==> src/rtl/clk_pkg.sv <==
// Shared definitions for the capture-side byte packer.
//   DW_DEFAULT      : default byte width, matches the upstream dout bus
//   pack_state_t    : pack FSM states (ST_EMPTY / ST_FILL)
//   clog2_f         : ceil(log2(v)) usable in parameter expressions
package clk_pkg;

    localparam int DW_DEFAULT = 8;

    typedef enum logic {
        ST_EMPTY = 1'b0,
        ST_FILL  = 1'b1
    } pack_state_t;

    // Bounded loop so it elaborates as a constant function.
    function automatic int clog2_f(input int v);
        int r;
        r = 0;
        for (int i = 0; i < 31; i++) begin
            if ((1 << i) < v) r = i + 1;
        end
        return r;
    endfunction

endpackage

==> src/rtl/ddr_sync_fifo.sv <==
// Single-clock first-word-fall-through FIFO.
//   clk, rst : clock, synchronous active-high reset
//   push     : write wdata (ignored when full unless a pop happens the same cycle)
//   pop      : consume the head entry (ignored when empty)
//   rdata    : head entry; forced to 0 while empty
//   empty    : no entry held
//   full     : DEPTH entries held
//   level    : occupancy, extra MSB separates full from empty
module ddr_sync_fifo
    import clk_pkg::*;
#(
    parameter int WIDTH = 37,
    parameter int DEPTH = 4,
    localparam int AW   = clog2_f(DEPTH)
) (
    input  logic             clk,
    input  logic             rst,
    input  logic             push,
    input  logic [WIDTH-1:0] wdata,
    input  logic             pop,
    output logic [WIDTH-1:0] rdata,
    output logic             empty,
    output logic             full,
    output logic [AW:0]      level
);

    logic [WIDTH-1:0] mem [DEPTH];
    logic [AW:0]      wr_ptr;
    logic [AW:0]      rd_ptr;
    logic             do_push;
    logic             do_pop;

    assign empty   = (wr_ptr == rd_ptr);
    assign full    = (wr_ptr[AW] != rd_ptr[AW]) && (wr_ptr[AW-1:0] == rd_ptr[AW-1:0]);
    assign level   = wr_ptr - rd_ptr;
    assign do_pop  = pop & ~empty;
    // A pop in the same cycle frees the slot, so a full FIFO still accepts.
    assign do_push = push & (~full | do_pop);

    // Storage is not reset; the output mux hides stale entries.
    assign rdata = empty ? '0 : mem[rd_ptr[AW-1:0]];

    always_ff @(posedge clk) begin
        if (do_push) mem[wr_ptr[AW-1:0]] <= wdata;
    end

    always_ff @(posedge clk) begin
        if (rst) begin
            wr_ptr <= '0;
            rd_ptr <= '0;
        end else begin
            if (do_push) wr_ptr <= wr_ptr + 1'b1;
            if (do_pop)  rd_ptr <= rd_ptr + 1'b1;
        end
    end

endmodule

==> src/rtl/ddr_word_packer.sv <==
// Packs the upstream byte stream into WORD_BYTES-wide words and queues them
// for a valid/ready master port. Partial words close on flush or idle timeout.
//   clk, rst         : clock, synchronous active-high reset
//   din, din_en      : incoming byte and its strobe (no backpressure)
//   flush            : close the current partial word
//   m_data/keep/last : head word, byte-valid mask, closed-by-flush/timeout
//   m_valid, m_ready : output handshake
//   level            : FIFO occupancy
//   overflow         : sticky, a completed word was dropped on a full FIFO
module ddr_word_packer
    import clk_pkg::*;
#(
    parameter int DW         = DW_DEFAULT,
    parameter int WORD_BYTES = 4,
    parameter int FIFO_DEPTH = 4,
    parameter int IDLE_TO    = 16
) (
    input  logic                       clk,
    input  logic                       rst,
    input  logic [DW-1:0]              din,
    input  logic                       din_en,
    input  logic                       flush,
    output logic [DW*WORD_BYTES-1:0]   m_data,
    output logic [WORD_BYTES-1:0]      m_keep,
    output logic                       m_last,
    output logic                       m_valid,
    input  logic                       m_ready,
    output logic [clog2_f(FIFO_DEPTH):0] level,
    output logic                       overflow
);

    localparam int BW = clog2_f(WORD_BYTES);
    localparam int CW = BW + 1;
    localparam int TW = (IDLE_TO > 0) ? clog2_f(IDLE_TO + 1) : 1;
    localparam int FW = DW*WORD_BYTES + WORD_BYTES + 1;

    pack_state_t                         state, state_d;
    logic [CW-1:0]                       cnt, cnt_d, cnt_inc;
    logic [TW-1:0]                       idle_cnt, idle_d;
    logic [WORD_BYTES-1:0][DW-1:0]       word_q, word_ins, word_d;
    logic [WORD_BYTES-1:0]               keep_w;
    logic                                timeout, close, push, push_last;
    logic                                fifo_empty, fifo_full;
    logic [FW-1:0]                       fifo_rdata;

    // Fires on the IDLE_TO-th consecutive idle cycle while a partial word is held.
    assign timeout = (IDLE_TO != 0) && (state == ST_FILL) && !din_en &&
                     (idle_cnt == TW'(IDLE_TO - 1));

    // Byte k is valid when the (post-insert) count covers it.
    for (genvar k = 0; k < WORD_BYTES; k++) begin : g_keep
        assign keep_w[k] = (CW'(k) < cnt_inc);
    end

    always_comb begin
        word_ins  = word_q;
        cnt_inc   = cnt;
        if (din_en) begin
            word_ins[cnt[BW-1:0]] = din;
            cnt_inc               = cnt + 1'b1;
        end

        // The arriving byte is always included before the word is closed.
        close     = (cnt_inc == CW'(WORD_BYTES)) ||
                    ((flush || timeout) && (cnt_inc != '0));
        push      = close;
        push_last = flush || timeout;

        if (close) begin
            word_d  = '0;
            cnt_d   = '0;
            state_d = ST_EMPTY;
            idle_d  = '0;
        end else begin
            word_d  = word_ins;
            cnt_d   = cnt_inc;
            state_d = (cnt_inc != '0) ? ST_FILL : ST_EMPTY;
            idle_d  = (din_en || state != ST_FILL) ? '0 : idle_cnt + 1'b1;
        end
    end

    always_ff @(posedge clk) begin
        if (rst) begin
            state    <= ST_EMPTY;
            cnt      <= '0;
            idle_cnt <= '0;
            word_q   <= '0;
        end else begin
            state    <= state_d;
            cnt      <= cnt_d;
            idle_cnt <= idle_d;
            word_q   <= word_d;
        end
    end

    // With a full FIFO the only slot that can free up is via m_ready.
    always_ff @(posedge clk) begin
        if (rst)                               overflow <= 1'b0;
        else if (push && fifo_full && !m_ready) overflow <= 1'b1;
    end

    ddr_sync_fifo #(
        .WIDTH (FW),
        .DEPTH (FIFO_DEPTH)
    ) u_fifo (
        .clk   (clk),
        .rst   (rst),
        .push  (push),
        .wdata ({push_last, keep_w, word_ins}),
        .pop   (m_ready),
        .rdata (fifo_rdata),
        .empty (fifo_empty),
        .full  (fifo_full),
        .level (level)
    );

    assign m_valid = ~fifo_empty;
    assign {m_last, m_keep, m_data} = fifo_rdata;

endmodule

==> config.mk <==
export PLATFORM = sky130hd
export DESIGN_NAME = ddr_word_packer
export DESIGN_NICKNAME = d
export VERILOG_FILES = /design/src/rtl/clk_pkg.sv /design/src/rtl/ddr_sync_fifo.sv /design/src/rtl/ddr_word_packer.sv
export SDC_FILE = /design/constraint.sdc
export NUM_CORES = 1
export LEC_CHECK = 0
export BUFFER_PORTS_ARGS = -buffer_cell sky130_fd_sc_hd__buf_2
export CORE_AREA = 2 2 132 134
export CTS_CLUSTER_SIZE = 8
export DETAILED_ROUTE_END_ITERATION = 10
export DIE_AREA = 0 0 134 136
export GPL_ROUTABILITY_DRIVEN = 0
export GPL_TIMING_DRIVEN = 0
export PLACE_DENSITY = 0.68
export SLEW_MARGIN = 10
export SYNTH_ARGS = -nofsm -noshare
export SYNTH_HDL_FRONTEND = slang
export SYNTH_HIERARCHICAL = 1
export SYNTH_SLANG_ARGS = --single-unit
==> constraint.sdc <==
create_clock -name clk -period 3.3 [get_ports clk]
set_input_delay 0.495 -clock clk [delete_from_list [all_inputs] [get_ports clk]]
set_output_delay 0.495 -clock clk [all_outputs]
set_load 0.01 [all_outputs]
==> results of run 1 <==
report_power, final:
| part | total (mW) | switching [mW] | internal [mW] |
|---|---|---|---|
| Clock | 2.19 | 0.828 | 1.36 |
| Combinational | 1.03 | 0.561 | 0.466 |
| Sequential | 2.77 | 0.0242 | 2.75 |
| Total | 5.99 | 1.41 | 4.57 |
cells in the mapped netlist (2+ instances only):
master	number
edfxtp_1	148
dfxtp_1	50
inv_1	46
and2_1	41
mux4_2	37
nor3_1	37
mux2i_1	33
ha_1	13
nand2_1	13
clkbuf_1	9
buf_2	8
nor2_1	6
buf_4	4
mux2_2	3
nor2b_1	3
xnor2_1	3
xor2_1	3
mux2_4	2
nor4b_2	2
o21ai_0	2
worst min-delay path by stage:
stage               slack (ns)          endpoint        start
global placement          0.45          overflow     overflow
CTS                       0.44  u_fifo/rd_ptr[2]          rst
floorplan                 0.44       idle_cnt[0]  idle_cnt[0]
detailed placement        0.46          overflow     overflow
finish                    0.46  u_fifo/rd_ptr[2]          rst
global route              0.47  u_fifo/rd_ptr[2]          rst
registers in the layout (all words and copies together), names as in the netlist, named ones only:
name,cells
u_fifo/rd_ptr,3
idle_cnt,5
cnt,3
u_fifo/wr_ptr,3
state,1
overflow,1
u_fifo/mem,148
word_q,32
area by class of cell:
type	count	share of cell area (%)
plain buffers	22	1.25
clock buffers	22	4.94
clock inverters	10	1.92
inverters	46	1.88
multi-input cells	218	24.3
flip-flops and latches	198	59.2
well taps	225	3.06
repair buffers	56	3.54
worst max-delay path, stage by stage (launching register included):
cell and delay, ns:
dfxtp_1 0.45, inv_1 0.10, ha_1 0.35, o21ai_4 0.23, mux2i_2 0.35, buf_2 0.30
o31a_1 0.31, and2_4 0.39, buf_12 0.23
cells by family after synthesis:
| family | Yosys count | share of synthesized area (%) |
|---|---|---|
| buffers and inverters | 69 | 3.66 |
| XOR/XNOR | 7 | 0.865 |
| AO/OA/AOI/OAI | 12 | 1.41 |
| flip-flops | 198 | 68.4 |
| multiplexers | 76 | 15.6 |
| AND/OR/NAND/NOR | 109 | 7.78 |
| adder cells (fa/ha/maj) | 14 | 2.29 |
per-layer routing:
layer	vias up	GRT usage, %	share of wire (%)	wire [um]
li1	1938	-	-	-
met1	2109	21.5	43	6410
met2	90	28.5	50	7350
met3	24	3.62	4.5	657
met4	0	7.86	2.3	333
met5	-	0	0	0
==> run metrics, run 1 <==
EDFF count, synth 148; status completed; Initial Util 47.2%; Place WS approximately 0.097 ns; Mapped Area between 0.007 and 0.008 mm2; via count about 4200; WHS 0.459 ns; Ys Warns 6; DRT Pass-1 Iters 5; wirelength, routed 14700 um; CTS Hold Buffers Added 0; Peak VDD IR around 0.38 mV; Pins Over Slew Limit 0; utilization after layout 54.5%; cell taking the most area after synthesis edfxtp_1; share of the synthesized area in the top cell type 55.8%; clk_skew 0.00577 ns; Synth area leaders edfxtp_1 (56%), dfxtp_1 (13%), mux4_2 (10%); die area 0.0182 mm2; Ports 55; crit path capture type flip-flop; r2r startpoint cnt[0]; Worst Reg-to-Reg Cells 8; Max clock buf depth 2; flop2flop setup slack 0.27 ns; CTS clk-pin slew, worst paths 0.06 ns; MaxCap Viol Count 0; wire per inst 18.5 um; HPWL after DPL 9720 um; share of cells above drive strength 1 between 20% and 30%; setup violators final 0; post-route ant nets 0; TritonCTS sink count 198; GR Util All Layers between 10% and 20%; Initial DRC Count 269; static leakage 3.70 nW; Critical Path Fanout Max 22; Non-Filler Instances 797; hold path depth 4; Setup WS post-layout between 0.2 and 0.3 ns; CTS buffer count 17; Least-Margin Pin Slew between 0.6 and 0.7 ns; # placed instances 766; Worst Path Required 3.43 ns; Post-CTS Setup Bufs 0; H-tree depth 4; Max transition margin between 50 and 60%; Die X 134 um; Yosys cell types between 40 and 50; # diodes 0; Max Freq around 330 MHz; port bufs 53; Min Clock Period, post-route ~3 ns; PwrDens 650 mW/mm2; crit share post-route 91.9%; crit path launch cnt[0]; Mapped Cells 485; area delta synth->final 15.6%; first-pass GRT wire length 22900 um; vias per inst 5.22; Root Buffer Master clkbuf_16; count of cells resized by post-cts repair 0; Reg area 0.00545 mm2; Async SR Flop Fraction 0%; FF-to-FF End u_fifo/mem[2][21]; Avg Inst Size Synth 16.4 um2; Tightest Hold Check Type input pin to flip-flop; Die Ht 136 um; total chip power around 6.0 mW; core area 0.0169 mm2; critical path data arrival time around 3.2 ns; CTS tree built; #FFs+latches synth 198; initial antenna violation count 0; area of the multi-input gates 0.00223 mm2; startpoint types flip-flop; Layout Nets 586; sequential fraction of the synthesis area between 60% and 70%; most used flip-flop cell after synthesis edfxtp_1; Placed Instance Area 0.00857 mm2; commonest cells after routing, fill and taps aside edfxtp_1 (148), buf_2 (61), dfxtp_1 (50); row count 48; largest net degree at the start of global routing 39; most common cell after layout, fill and taps aside edfxtp_1; vias in the first global route 4331; RSZ-0062 raised after global routing false; Skew-Pair Late Insertion Delay 0.43 ns; post-route cell area 0.00920 mm2; fill count 1336; Final TNS setup 0 ns; worst setup path end u_fifo/mem[2][21]; critical path class flip-flop to flip-flop; Hold Fails Final Rpt 0; Mapped Nets between 500 and 600; drc violations 0; GR Overflow Total 0
(Power assumes the default switching activity.)
==> run 2: changes to the inputs <==
--- a/config.mk
+++ b/config.mk
@@ -12,7 +12,7 @@
 export DIE_AREA = 0 0 134 136
 export GPL_ROUTABILITY_DRIVEN = 0
 export GPL_TIMING_DRIVEN = 0
-export PLACE_DENSITY = 0.68
+export PLACE_DENSITY = 0.76
 export SLEW_MARGIN = 10
 export SYNTH_ARGS = -nofsm -noshare
 export SYNTH_HDL_FRONTEND = slang
==> run 2 against run 1 <==
Combinational power about the same. Wire length is 2.0% higher. Clock power about the same. Critical path type unchanged. Largest cell class unchanged. Highest routed layer is now met5.
==> run metrics, run 2 (synthesis results as in run 1) <==
Initial DRC Count 349; utilization after layout between 50% and 60%; Root Buffer Master clkbuf_16; Int Pwr ~4.5 mW; drc violations 0; Post-CTS Setup Bufs 0; startpoint types flip-flop; fill count 1320; TritonCTS sink count 198; Die Ht about 140 um; max reg flops 148; Max transition margin between 50% and 60%; count of cells resized by post-cts repair 0; crit path capture type flip-flop; Initial Util between 40% and 50%; port bufs 53; via count roughly 4300; CTS buffer count 17; static leakage 3.71 nW; initial antenna violation count 1; first-pass GRT wire length 23500 um; Critical Path Fanout Max 19; Die X 134 um; HPWL after DPL 9860 um; H-tree depth 4; commonest cells after routing, fill and taps aside edfxtp_1 (148), buf_2 (61), dfxtp_1 (50); setup violators final 0; clk_skew 0.00540 ns; Final TNS setup 0 ns; CTS Hold Buffers Added 0; Worst Path Required 3.43 ns; Reg area between 0.005 and 0.006 mm2; clock share of power 36.2%; wire per inst 18.9 um; Layout Nets between 500 and 600; Min Clock Period, post-route around 3.3 ns; area delta synth->final 15.7%; wirelength, routed 15000 um; core area 0.0169 mm2; Tightest Hold Check Type input pin to flip-flop; CTS tree built; MaxCap Viol Count 0; Max Freq between 300 and 400 MHz; Skew-Pair Late Insertion Delay 0.43 ns; Setup WS post-layout around 0.042 ns; Least-Margin Pin Slew 0.647 ns; Max clock buf depth 2; status completed; Peak VDD IR 0.400 mV; largest net degree at the start of global routing 39; RSZ-0062 raised after global routing true; CTS clk-pin slew, worst paths 0.06 ns; DRT Pass-1 Iters 5; Hold Fails Final Rpt 0; P_sw 1.43 mW; share of cells above drive strength 1 a little over a quarter; crit share post-route 98.7%; Pins Over Slew Limit 0; critical path class flip-flop to flip-flop; row count 48; area of the multi-input gates 0.00223 mm2; Place WS 0.0428 ns; critical path data arrival time roughly 3.4 ns; GR Overflow Total 0; PwrDens 648 mW/mm2; switching share of total power 23.9%; vias per inst 5.35; most common cell after layout, fill and taps aside edfxtp_1; GR Util All Layers around 18%; vias in the first global route 4404; die area 0.0182 mm2; total chip power roughly 6 mW; Logic pwr share 17.3%; post-route ant nets 0; # diodes 0; Ports 55; sequential fraction of design power 46.5%
## run 2: changes by cell type in the layout (fill, tap and decap cells not counted), sizes merged
cell,before,now
clkinvlp,1,0
bufinv,5,4
clkinv,4,6
## run 2: layout make-up
cell class	instances	area share, %
multi-input cells	218	24.2
clock buffers	22	5.15
clock inverters	10	1.63
plain buffers	22	1.25
well taps	225	3.05
repair buffers	56	3.77
inverters	46	1.87
flip-flops and latches	198	59.1
## run 2: worst paths after layout
path	end	slack, ns	start	depth (start not counted)
max	u_fifo/mem[1][11]	0.04	cnt[0]	8
min	u_fifo/rd_ptr[1]	0.46	m_ready	3
max reg2reg	u_fifo/mem[1][11]	0.04	cnt[0]	8
min reg2reg	overflow	0.48	overflow	1
## run 2: layer usage
layer  track usage (%)  vias to the layer above  part of all wire [%]
met5                 0                        -                 0.093
met1              22.4                     2183                    42
met4              6.44                        2                   1.7
met2              29.7                      113                    51
met3              3.80                       23                   5.0
li1                  -                     1944                     -
## run 2: worst max-delay path, cell delays in order, from the launching register on
cell	delay (ns)
dfxtp_1	0.45
inv_1	0.10
ha_1	0.36
o21ai_4	0.23
mux2i_2	0.37
buf_2	0.32
o31a_1	0.28
and2_2	0.59
buf_16	0.24
## run 2: stage by stage
stage	cell area [um2]	hold slack, ns	std cells
3_3_place_gp	8510	0.454	763
4_1_cts	9220	0.444	798
3_5_place_dp	8590	0.464	766
5_1_grt	9220	0.476	797
6_report	9220	0.465	797
2_1_floorplan	7960	0.442	485
## run 2: power groups by stage
| stage | Clock [mW] | Sequential, mW | Combinational, mW |
|---|---|---|---|
| 2_1_floorplan | 0 | 2.82 | 0.688 |
| 4_1_cts | 2.19 | 2.78 | 1.06 |
| 3_3_place_gp | 0 | 2.83 | 1.02 |
| 6_report | 2.16 | 2.78 | 1.03 |
| 5_1_grt | 2.28 | 2.78 | 1.13 |
| 3_5_place_dp | 0 | 2.83 | 1.06 |
